==> config.mk <==
export PLATFORM = sky130hd
export DESIGN_NAME = dfe_coeff_loader
export DESIGN_NICKNAME = d
export VERILOG_FILES = /design/src/rtl/dfe_coeff_loader.sv
export SDC_FILE = /design/constraint.sdc
export NUM_CORES = 1
export LEC_CHECK = 0
export CORE_ASPECT_RATIO = 1.25
export CORE_MARGIN = 4
export CORE_UTILIZATION = 47
export CTS_CLUSTER_DIAMETER = 40
export CTS_CLUSTER_SIZE = 30
export DETAILED_ROUTE_END_ITERATION = 8
export PLACE_DENSITY = 0.8
export SKIP_LAST_GASP = 1
export SLEW_MARGIN = 5
export SYNTH_ARGS = -nofsm -noshare
export SYNTH_HDL_FRONTEND = slang
export SYNTH_SLANG_ARGS = --single-unit
==> constraint.sdc <==
create_clock -name clk -period 2.1 [get_ports clk]
set_input_delay 0.525 -clock clk [delete_from_list [all_inputs] [get_ports clk]]
set_output_delay 0.525 -clock clk [all_outputs]
set_load 0.05 [all_outputs]
==> src/rtl/dfe_coeff_loader.sv <==
// dfe_coeff_loader
// Loads one DFE filter target's coefficient set. A load command names the
// target. The sequencer then pulls that target's words from a valid/ready
// stream and issues one configuration-bus write per word, at addresses
// 0..last. The target's bypass request is held for the whole load.
//
// Ports
//   clk, rst_n              clock, asynchronous active-low reset
//   start, target           load request (sampled in IDLE), target 0..3
//   abort                   terminate the load in progress
//   coeff_valid/_data/_ready  coefficient stream (signed words)
//   MTRANS, MWRITE, MSELx   bus strobe, write enable, one-hot target select
//   MADDR, MWDATA           coefficient index and word
//   bypass_req              one-hot bypass hold for the target being loaded
//   busy, done, aborted     status: load active, completion pulse, abort pulse
//   words_written           writes issued in the current/last load
//
// state | meaning
// ------+---------------------------------------------------------------
// IDLE  | waiting for start
// FETCH | coeff_ready high, waiting for a stream word
// WRITE | one bus write cycle for the word just accepted
// DONE  | one-cycle completion pulse
module dfe_coeff_loader #(
  parameter int ADDR_WIDTH  = 7,
  parameter int COEFF_WIDTH = 20,
  parameter int COMP        = 4,
  parameter int N_TAP       = 72,
  parameter int NUM_DENUM   = 5
) (
  input  logic                   clk,
  input  logic                   rst_n,
  input  logic                   start,
  input  logic [1:0]             target,
  input  logic                   abort,
  input  logic                   coeff_valid,
  input  logic [COEFF_WIDTH-1:0] coeff_data,
  output logic                   coeff_ready,
  output logic                   MTRANS,
  output logic                   MWRITE,
  output logic [COMP-1:0]        MSELx,
  output logic [ADDR_WIDTH-1:0]  MADDR,
  output logic [COEFF_WIDTH-1:0] MWDATA,
  output logic [COMP-1:0]        bypass_req,
  output logic                   busy,
  output logic                   done,
  output logic                   aborted,
  output logic [6:0]             words_written
);

  typedef enum logic [1:0] {IDLE, FETCH, WRITE, DONE} state_t;

  localparam logic [ADDR_WIDTH-1:0] LAST_FRAC = ADDR_WIDTH'(N_TAP - 1);
  localparam logic [ADDR_WIDTH-1:0] LAST_IIR  = ADDR_WIDTH'(NUM_DENUM - 1);

  state_t                 state_q, state_d;
  logic [1:0]             tgt_q, tgt_d;
  logic [ADDR_WIDTH-1:0]  idx_q, idx_d;
  logic [ADDR_WIDTH-1:0]  last_q, last_d;
  logic [ADDR_WIDTH-1:0]  addr_d;
  logic [COEFF_WIDTH-1:0] wdata_d;
  logic [6:0]             ww_d;
  logic                   aborted_d;
  logic [COMP-1:0]        sel_d;

  always_comb begin
    state_d   = state_q;
    tgt_d     = tgt_q;
    idx_d     = idx_q;
    last_d    = last_q;
    addr_d    = MADDR;
    wdata_d   = MWDATA;
    ww_d      = words_written;
    aborted_d = 1'b0;
    case (state_q)
      IDLE: begin
        // abort is meaningless here, so start wins even if both are high
        if (start) begin
          tgt_d   = target;
          last_d  = (target == 2'd0) ? LAST_FRAC : LAST_IIR;
          idx_d   = '0;
          ww_d    = '0;
          state_d = FETCH;
        end
      end
      FETCH: begin
        if (abort) begin
          state_d   = IDLE;
          aborted_d = 1'b1;
        end else if (coeff_valid && coeff_ready) begin
          addr_d  = idx_q;
          wdata_d = coeff_data;
          state_d = WRITE;
        end
      end
      WRITE: begin
        // the write on the bus this cycle is counted even if it is aborted
        if (words_written != 7'd127) ww_d = words_written + 7'd1;
        if (abort) begin
          state_d   = IDLE;
          aborted_d = 1'b1;
        end else if (idx_q == last_q) begin
          state_d = DONE;
        end else begin
          idx_d   = idx_q + 1'b1;
          state_d = FETCH;
        end
      end
      DONE: begin
        state_d   = IDLE;
        aborted_d = abort;
      end
      default: state_d = IDLE;
    endcase
  end

  assign sel_d = COMP'(1) << tgt_d;

  always_ff @(posedge clk or negedge rst_n) begin
    if (!rst_n) begin
      state_q <= IDLE;
      tgt_q   <= '0;
      idx_q   <= '0;
      last_q  <= '0;
    end else begin
      state_q <= state_d;
      tgt_q   <= tgt_d;
      idx_q   <= idx_d;
      last_q  <= last_d;
    end
  end

  // Outputs are decoded from the next state so every output is a flop
  // that already reflects the state being entered.
  always_ff @(posedge clk or negedge rst_n) begin
    if (!rst_n) begin
      coeff_ready   <= 1'b0;
      MTRANS        <= 1'b0;
      MWRITE        <= 1'b0;
      MSELx         <= '0;
      MADDR         <= '0;
      MWDATA        <= '0;
      bypass_req    <= '0;
      busy          <= 1'b0;
      done          <= 1'b0;
      aborted       <= 1'b0;
      words_written <= '0;
    end else begin
      coeff_ready   <= (state_d == FETCH);
      MTRANS        <= (state_d == WRITE);
      MWRITE        <= (state_d == WRITE);
      MSELx         <= (state_d == WRITE) ? sel_d : '0;
      MADDR         <= addr_d;
      MWDATA        <= wdata_d;
      bypass_req    <= (state_d != IDLE) ? sel_d : '0;
      busy          <= (state_d != IDLE);
      done          <= (state_d == DONE);
      aborted       <= aborted_d;
      words_written <= ww_d;
    end
  end

endmodule

==> key figures, run 1 <==
Outcome
  • Status: finished clean

Floorplanning
  • Initial core utilization: 49.1%
  • Die area: 6630 um^2
  • Chip Height: 90.1 um
  • Boundary Pins: 75
  • # rows: 29
  • Placeable Area: 5150 um^2
  • Die width: 73.6 um

Synthesis
  • Synth Flop Type: dfrtp_1
  • Synth Cell Area: 2530 um^2
  • Syn nets: 285
  • Post-synth ARST share: 100%
  • Simple-gate share of the synthesized area: 24.1%
  • Compound-Gate Fraction of Synth Area: 8.06%
  • Synth unique cells: 47
  • Synth Area in Adders: 0.989%
  • Yosys reg bits: 60
  • Largest family of logic cells by synthesized area: simple AND/OR/NAND/NOR gates
  • Cell count after synthesis: 256
  • Post-synth EDFFs: 0
  • Syn. warnings: 0
  • Seq/Total Area, Yosys: 59.3%
  • Xor/xnor cell area share of the yosys netlist: 1.38%
  • Syn_area_per_cell: 9.89 um^2
  • Mux cell area share after synthesis: 2.42%

Final layout
  • Final instance area: 3580 um^2
  • FILL cells: 420
  • Layout cells sized above 1: 13.5%
  • FF/Latch Area: 1500 um^2
  • Ant diodes: 0
  • Multi-input gate area: 936 um^2
  • Area Growth Syn to Fin: 41.4%
  • Final Net Count: 371
  • Final Core Density: 69.5%

Global routing
  • Largest net degree at the start of global routing: 61
  • Initial antenna violation count: 0
  • Number of global-route vias before repair: 2120
  • All-Layer GR Usage: 19.0%
  • Global-route wire length before repair: 9800 um
  • Grt total ovfl: 0

Placed design
  • Placed inst area: 3360 um^2
  • Port Buffer Count: 74
  • HPWL after detailed placement: 4050 um
  • Pre-CTS setup slack: -0.0885 ns
  • RePlAce Congestion: 0.817

Critical path
  • Reg-to-Reg Start: state_q[1]
  • Largest stage delay, worst path: 0.81 ns
  • Slowest CP cell: clkdlybuf4s50_1
  • R2R cell count: 4
  • WS Path Type: flip-flop to primary output
  • Critical Path Fanout Max: 2
  • Reg2reg end: idx_q[6]
  • Worst path required time: 1.57 ns
  • Top Family by Delay on Critical Path: buffers and inverters
  • CP Capture Type: primary output
  • Crit-path cells: clkdlybuf4s50_1
  • Reg-to-reg slack, setup: 0.42 ns
  • Startpoint Class: flip-flop
  • WP data arrival: 1.52 ns
  • Crit path buf inv count: 1

CTS
  • CTS Buf Count: 9
  • Clock insertion delay at the later pin of the skew report: 0.34 ns
  • Clk slew on worst S/H paths: 0.07 ns
  • Postcts setup bufs: 0
  • Clk buf depth: 2
  • CTS root buf: clkbuf_8
  • TritonCTS clock tree: yes
  • PostCTS Resize Cnt: 0
  • # clock sinks: 60
  • CTS H-tree depth: 3
  • Hold buffer count at cts: 0

Power
  • Leak: 1.71 nW
  • Power Density: 1260 nW/um^2
  • Peak supply drop: 0.758 mV

Routing
  • Antenna Nets Post-Route: 0
  • Vias per Instance: 5.14
  • Iteration-0 DRC Markers: 153
  • Final WL: 5790 um
  • DRC Markers: 0
  • Router iterations before antenna repair: 4
  • Detailed-route wire length per cell: 14.2 um
  • Via count: 2101

STA
  • Final setup vio count: 0
  • Fmax: 490 MHz
  • Worst Slack Setup Final: 0.0574 ns
  • Setup TNS: 0 ns
  • Slew headroom: 65.0%
  • Worst Skew: 0.00642 ns
  • Fin. max-slew vios: 0
  • Final hold violations: 0
  • RSZ-0062 raised after global routing: false
  • Fin crit period: 2.04 ns
  • Worst-margin pin slew: 0.524 ns
  • Tcrit/Tclk final: 97.3%

Worst hold path
  • HP Class: input pin to async pin

Run
  • Max cap viols: 0
sequential cells by signal (all words and copies together) (netlist names):
register       cells
MWDATA            20
MADDR              7
idx_q              7
words_written      7
MSELx              4
bypass_req         4
last_q             2
state_q            2
tgt_q              2
MWRITE             1
aborted            1
busy               1
coeff_ready        1
done               1
cells in the mapped netlist (2+ instances only):
master / number / area (um^2)
nand2b_1: 2 / 12.5
nand2_1: 96 / 360
ha_1: 2 / 25.0
nor2b_1: 3 / 18.8
o21ai_0: 7 / 35.0
nor3_1: 4 / 20.0
buf_4: 2 / 15.0
dfrtp_1: 60 / 1500
a311oi_1: 2 / 17.5
xnor2_1: 3 / 26.3
mux2i_1: 5 / 50.1
nor2_1: 10 / 37.5
a21oi_1: 7 / 35.0
nand3_1: 5 / 25.0
inv_1: 5 / 18.8
and4_1: 2 / 17.5
nor3_2: 3 / 30.0
and3_1: 2 / 12.5
buf_2: 6 / 30.0
buf_6: 2 / 22.5
o31ai_1: 2 / 15.0
cell usage in the layout (no fill, tap or decap), types with 2 or more instances in the layout:
master | Yosys | layout
a21oi_1 | 7 | 7
a311oi_1 | 2 | 2
and3_1 | 2 | 2
and4_1 | 2 | 2
buf_12 | 0 | 2
buf_4 | 2 | 20
bufinv_16 | 0 | 2
clkbuf_8 | 0 | 10
clkdlybuf4s50_1 | 0 | 63
clkinv_2 | 0 | 3
dfrtp_1 | 60 | 60
ha_1 | 2 | 2
inv_1 | 5 | 5
mux2i_1 | 5 | 5
nand2_1 | 96 | 96
nand2b_1 | 2 | 2
nand3_1 | 5 | 5
nor2_1 | 10 | 10
nor2b_1 | 3 | 3
nor3_1 | 4 | 4
nor3_2 | 3 | 3
o21ai_0 | 7 | 7
o31ai_1 | 2 | 2
xnor2_1 | 3 | 3
metrics by stage:
| stage | hold slack [ns] | instances | total power [W] |
|---|---|---|---|
| finish | 0.181 | 409 | 0.00451 |
| global route | 0.204 | 409 | 0.00474 |
| CTS | 0.193 | 409 | 0.00455 |
| detailed placement | 0.461 | 393 | 0.00340 |
| global placement | 0.457 | 393 | 0.00337 |
| floorplan | 0.229 | 256 | 0.00272 |
kinds of logic (layout without fill, tap and decap cells):
| logic type | after synthesis | in the layout |
|---|---|---|
| buf+inv | 17 | 108 |
| simple gates | 137 | 137 |
| compound gates | 30 | 30 |
| fa+ha+maj | 2 | 2 |
| xor+xnor | 4 | 4 |
| flops | 60 | 60 |
| mux | 6 | 6 |
area by class of cell:
cell class,count,share of cell area (%)
inverter,6,0.629
clock buffer,11,3.95
clock inverter,5,2.10
tap,62,2.17
timing repair buffer,86,23.1
sequential,60,41.9
multi-input combinational,179,26.1
report_power, final:
group,total [W],switching (W),internal [W]
clock network,0.00113,0.000440,0.000694
registers,0.00157,0.000155,0.00141
logic,0.00181,0.00120,0.000607
metal layers:
metal  vias to the layer above  GRT usage [%]  part of all wire, %
li1                       1016              -                    -
met5                         -              0                    0
met3                        15           6.81                  6.6
met2                        66           28.8                   48
met1                      1004           24.0                   42
met4                         0           8.61                  2.6
how the worst max path moves through the flow:
stage	start	to	slack [ns]	cells after the start
2_1_floorplan	words_written[0]	words_written[3]	0.29	5
3_3_place_gp	abort	MADDR[0]	-0.01	7
3_5_place_dp	abort	MWDATA[15]	-0.09	7
4_1_cts	MWDATA[16]	MWDATA[16]	0.05	1
5_1_grt	MWDATA[17]	MWDATA[17]	0.02	1
6_report	MWDATA[0]	MWDATA[0]	0.06	1
Note: power is estimated with default switching activity, not from simulation.
==> run 2: changes to the inputs <==
Settings changed: GPL_TIMING_DRIVEN set to 0, RECOVER_POWER set to 50.
==> run 2 against run 1 <==
  * Register-to-register slack worse by 0.15 ns
  * First-iteration DRC count fell by 19%
  * Worst hold slack gained 0.28 ns
  * Clock power up 12%
==> key figures, run 2 (synthesis results as in run 1) <==
Placed design
  • Pre-CTS setup slack: -0.326 ns
  • RePlAce Congestion: 0.796
  • Port Buffer Count: 74
  • HPWL after detailed placement: 4010 um
  • Placed Cells: 393

CTS
  • CTS H-tree depth: 3
  • Postcts setup bufs: 0
  • Clk slew on worst S/H paths: 0.06 ns
  • # clock sinks: 60
  • CTS root buf: clkbuf_8
  • Clock insertion delay at the later pin of the skew report: 0.33 ns
  • CTS Buf Count: 9
  • TritonCTS clock tree: yes
  • Hold buffer count at cts: 0
  • Clk buf depth: 2

STA
  • Tcrit/Tclk final: 96.8%
  • Fin. max-slew vios: 0
  • Fin crit period: 2.03 ns
  • Fmax: 492 MHz
  • Setup TNS: 0 ns
  • Worst Skew: 0.00530 ns
  • Slew headroom: 12.9%
  • Worst Slack Setup Final: 0.0677 ns
  • Final hold violations: 0
  • Worst-margin pin slew: 1.31 ns
  • RSZ-0062 raised after global routing: false
  • Final setup vio count: 0
  • Hold_ws: 0.461 ns

Final layout
  • Layout cells sized above 1: 9.80%
  • Final Non-Filler Cells: 409
  • Area Growth Syn to Fin: 41.3%
  • Largest register FFs: 20
  • Most common cell after layout, fill and taps aside: nand2_1
  • FILL cells: 419
  • Ant diodes: 0
  • Most frequent cells in the layout: nand2_1, clkdlybuf4s50_1, dfrtp_1, clkbuf_8, nor2_1
  • Most flops, register: MWDATA
  • Final Net Count: 371

Critical path
  • R2R cell count: 5
  • Reg-to-reg slack, setup: 0.27 ns
  • WS Path Type: flip-flop to primary output
  • Top Family by Delay on Critical Path: buffers and inverters
  • Crit-path cells: clkdlybuf4s50_1
  • Crit path buf inv count: 1
  • Slowest CP cell: clkdlybuf4s50_1
  • Reg2reg end: MSELx[3]
  • Reg-to-Reg Start: state_q[0]
  • CP Capture Type: primary output
  • Largest stage delay, worst path: 0.82 ns
  • Critical Path Fanout Max: 2
  • Worst path required time: 1.57 ns
  • Startpoint Class: flip-flop
  • WP data arrival: 1.51 ns

Floorplanning
  • Chip Height: 90.1 um
  • Placeable Area: 5150 um^2
  • Die area: 6630 um^2
  • Boundary Pins: 75
  • # rows: 29
  • Die width: 73.6 um
  • Initial core utilization: 49.1%

Routing
  • Iteration-0 DRC Markers: 124
  • Vias per Instance: 5.07
  • Router iterations before antenna repair: 4
  • DRC Markers: 0
  • Antenna Nets Post-Route: 0
  • Final WL: 5710 um
  • Via count: 2074
  • Detailed-route wire length per cell: 14.0 um

Run
  • Max cap viols: 0

Global routing
  • All-Layer GR Usage: 18.9%
  • Global-route wire length before repair: 9840 um
  • Grt total ovfl: 0
  • Largest net degree at the start of global routing: 36
  • Number of global-route vias before repair: 2117
  • Initial antenna violation count: 0

Outcome
  • Status: finished clean

Power
  • Peak supply drop: 0.767 mV
  • Leak: 1.71 nW
  • Power Density: 1290 nW/um^2

Worst hold path
  • HP Class: input pin to async pin
## run 2: cell types whose count changed in the layout (fill, tap and decap cells not counted), moves of 2 or more
cell / previous run / this run
buf_4: 20 / 1
dlygate4sd2_1: 0 / 6
buf_2: 1 / 5
clkbuf_1: 1 / 5
clkdlybuf4s50_1: 63 / 66
buf_12: 2 / 0
buf_6: 0 / 2
clkinv_2: 3 / 1
## run 2: stage by stage
stage                     power [W]  area, um^2  utilization (%)
final                       0.00461        3580             69.4
after global routing        0.00484        3580             69.4
after CTS                   0.00465        3610             70.0
after detailed placement    0.00337        3360             65.3
after global placement      0.00334        3350             65.0
after floorplan             0.00272        2530                -
## run 2: cell type report
cell class	instances	area, um^2	area share (%)
Sequential cell	60	1500	42.0
Multi-Input combinational cell	179	930	26.0
Timing Repair Buffer	75	728	20.4
Clock buffer	12	155	4.34
Clock inverter	4	95.1	2.66
Tap cell	62	77.6	2.17
Buffer	11	67.6	1.89
Inverter	6	22.5	0.630
## run 2: repair_timing
item / 4_1_cts / 5_1_grt
gates resized for setup: 6 / 2
setup endpoints to repair: 6 / 2
endpoints found under the hold margin: 0 / 0
## run 2: worst max-delay path by stage
stage,from,endpoint,slack [ns],cells after the start
6_report,MWDATA[19],MWDATA[19],0.07,1
5_1_grt,start,MSELx[3],0.01,6
4_1_cts,words_written[6],words_written[6],0.02,1
3_5_place_dp,start,MSELx[3],-0.33,6
3_3_place_gp,rst_n,words_written[5],-1.33,1
2_1_floorplan,words_written[0],words_written[3],0.29,5
## run 2: power by group
part	switching, W	total, W	internal, W	leakage [nW]
Combinational	0.00121	0.00179	0.000580	0.794
Sequential	0.000139	0.00155	0.00141	0.790
Clock	0.000420	0.00127	0.000851	0.127
Total	0.00177	0.00461	0.00284	1.71
## run 2: per-layer routing
metal | vias up | track usage (%) | share of wire, %
met2 | 68 | 30.8 | 49
met3 | 11 | 4.13 | 6.5
met5 | - | 0 | 0
met1 | 974 | 23.5 | 42
met4 | 0 | 8.16 | 2.1
li1 | 1021 | - | -
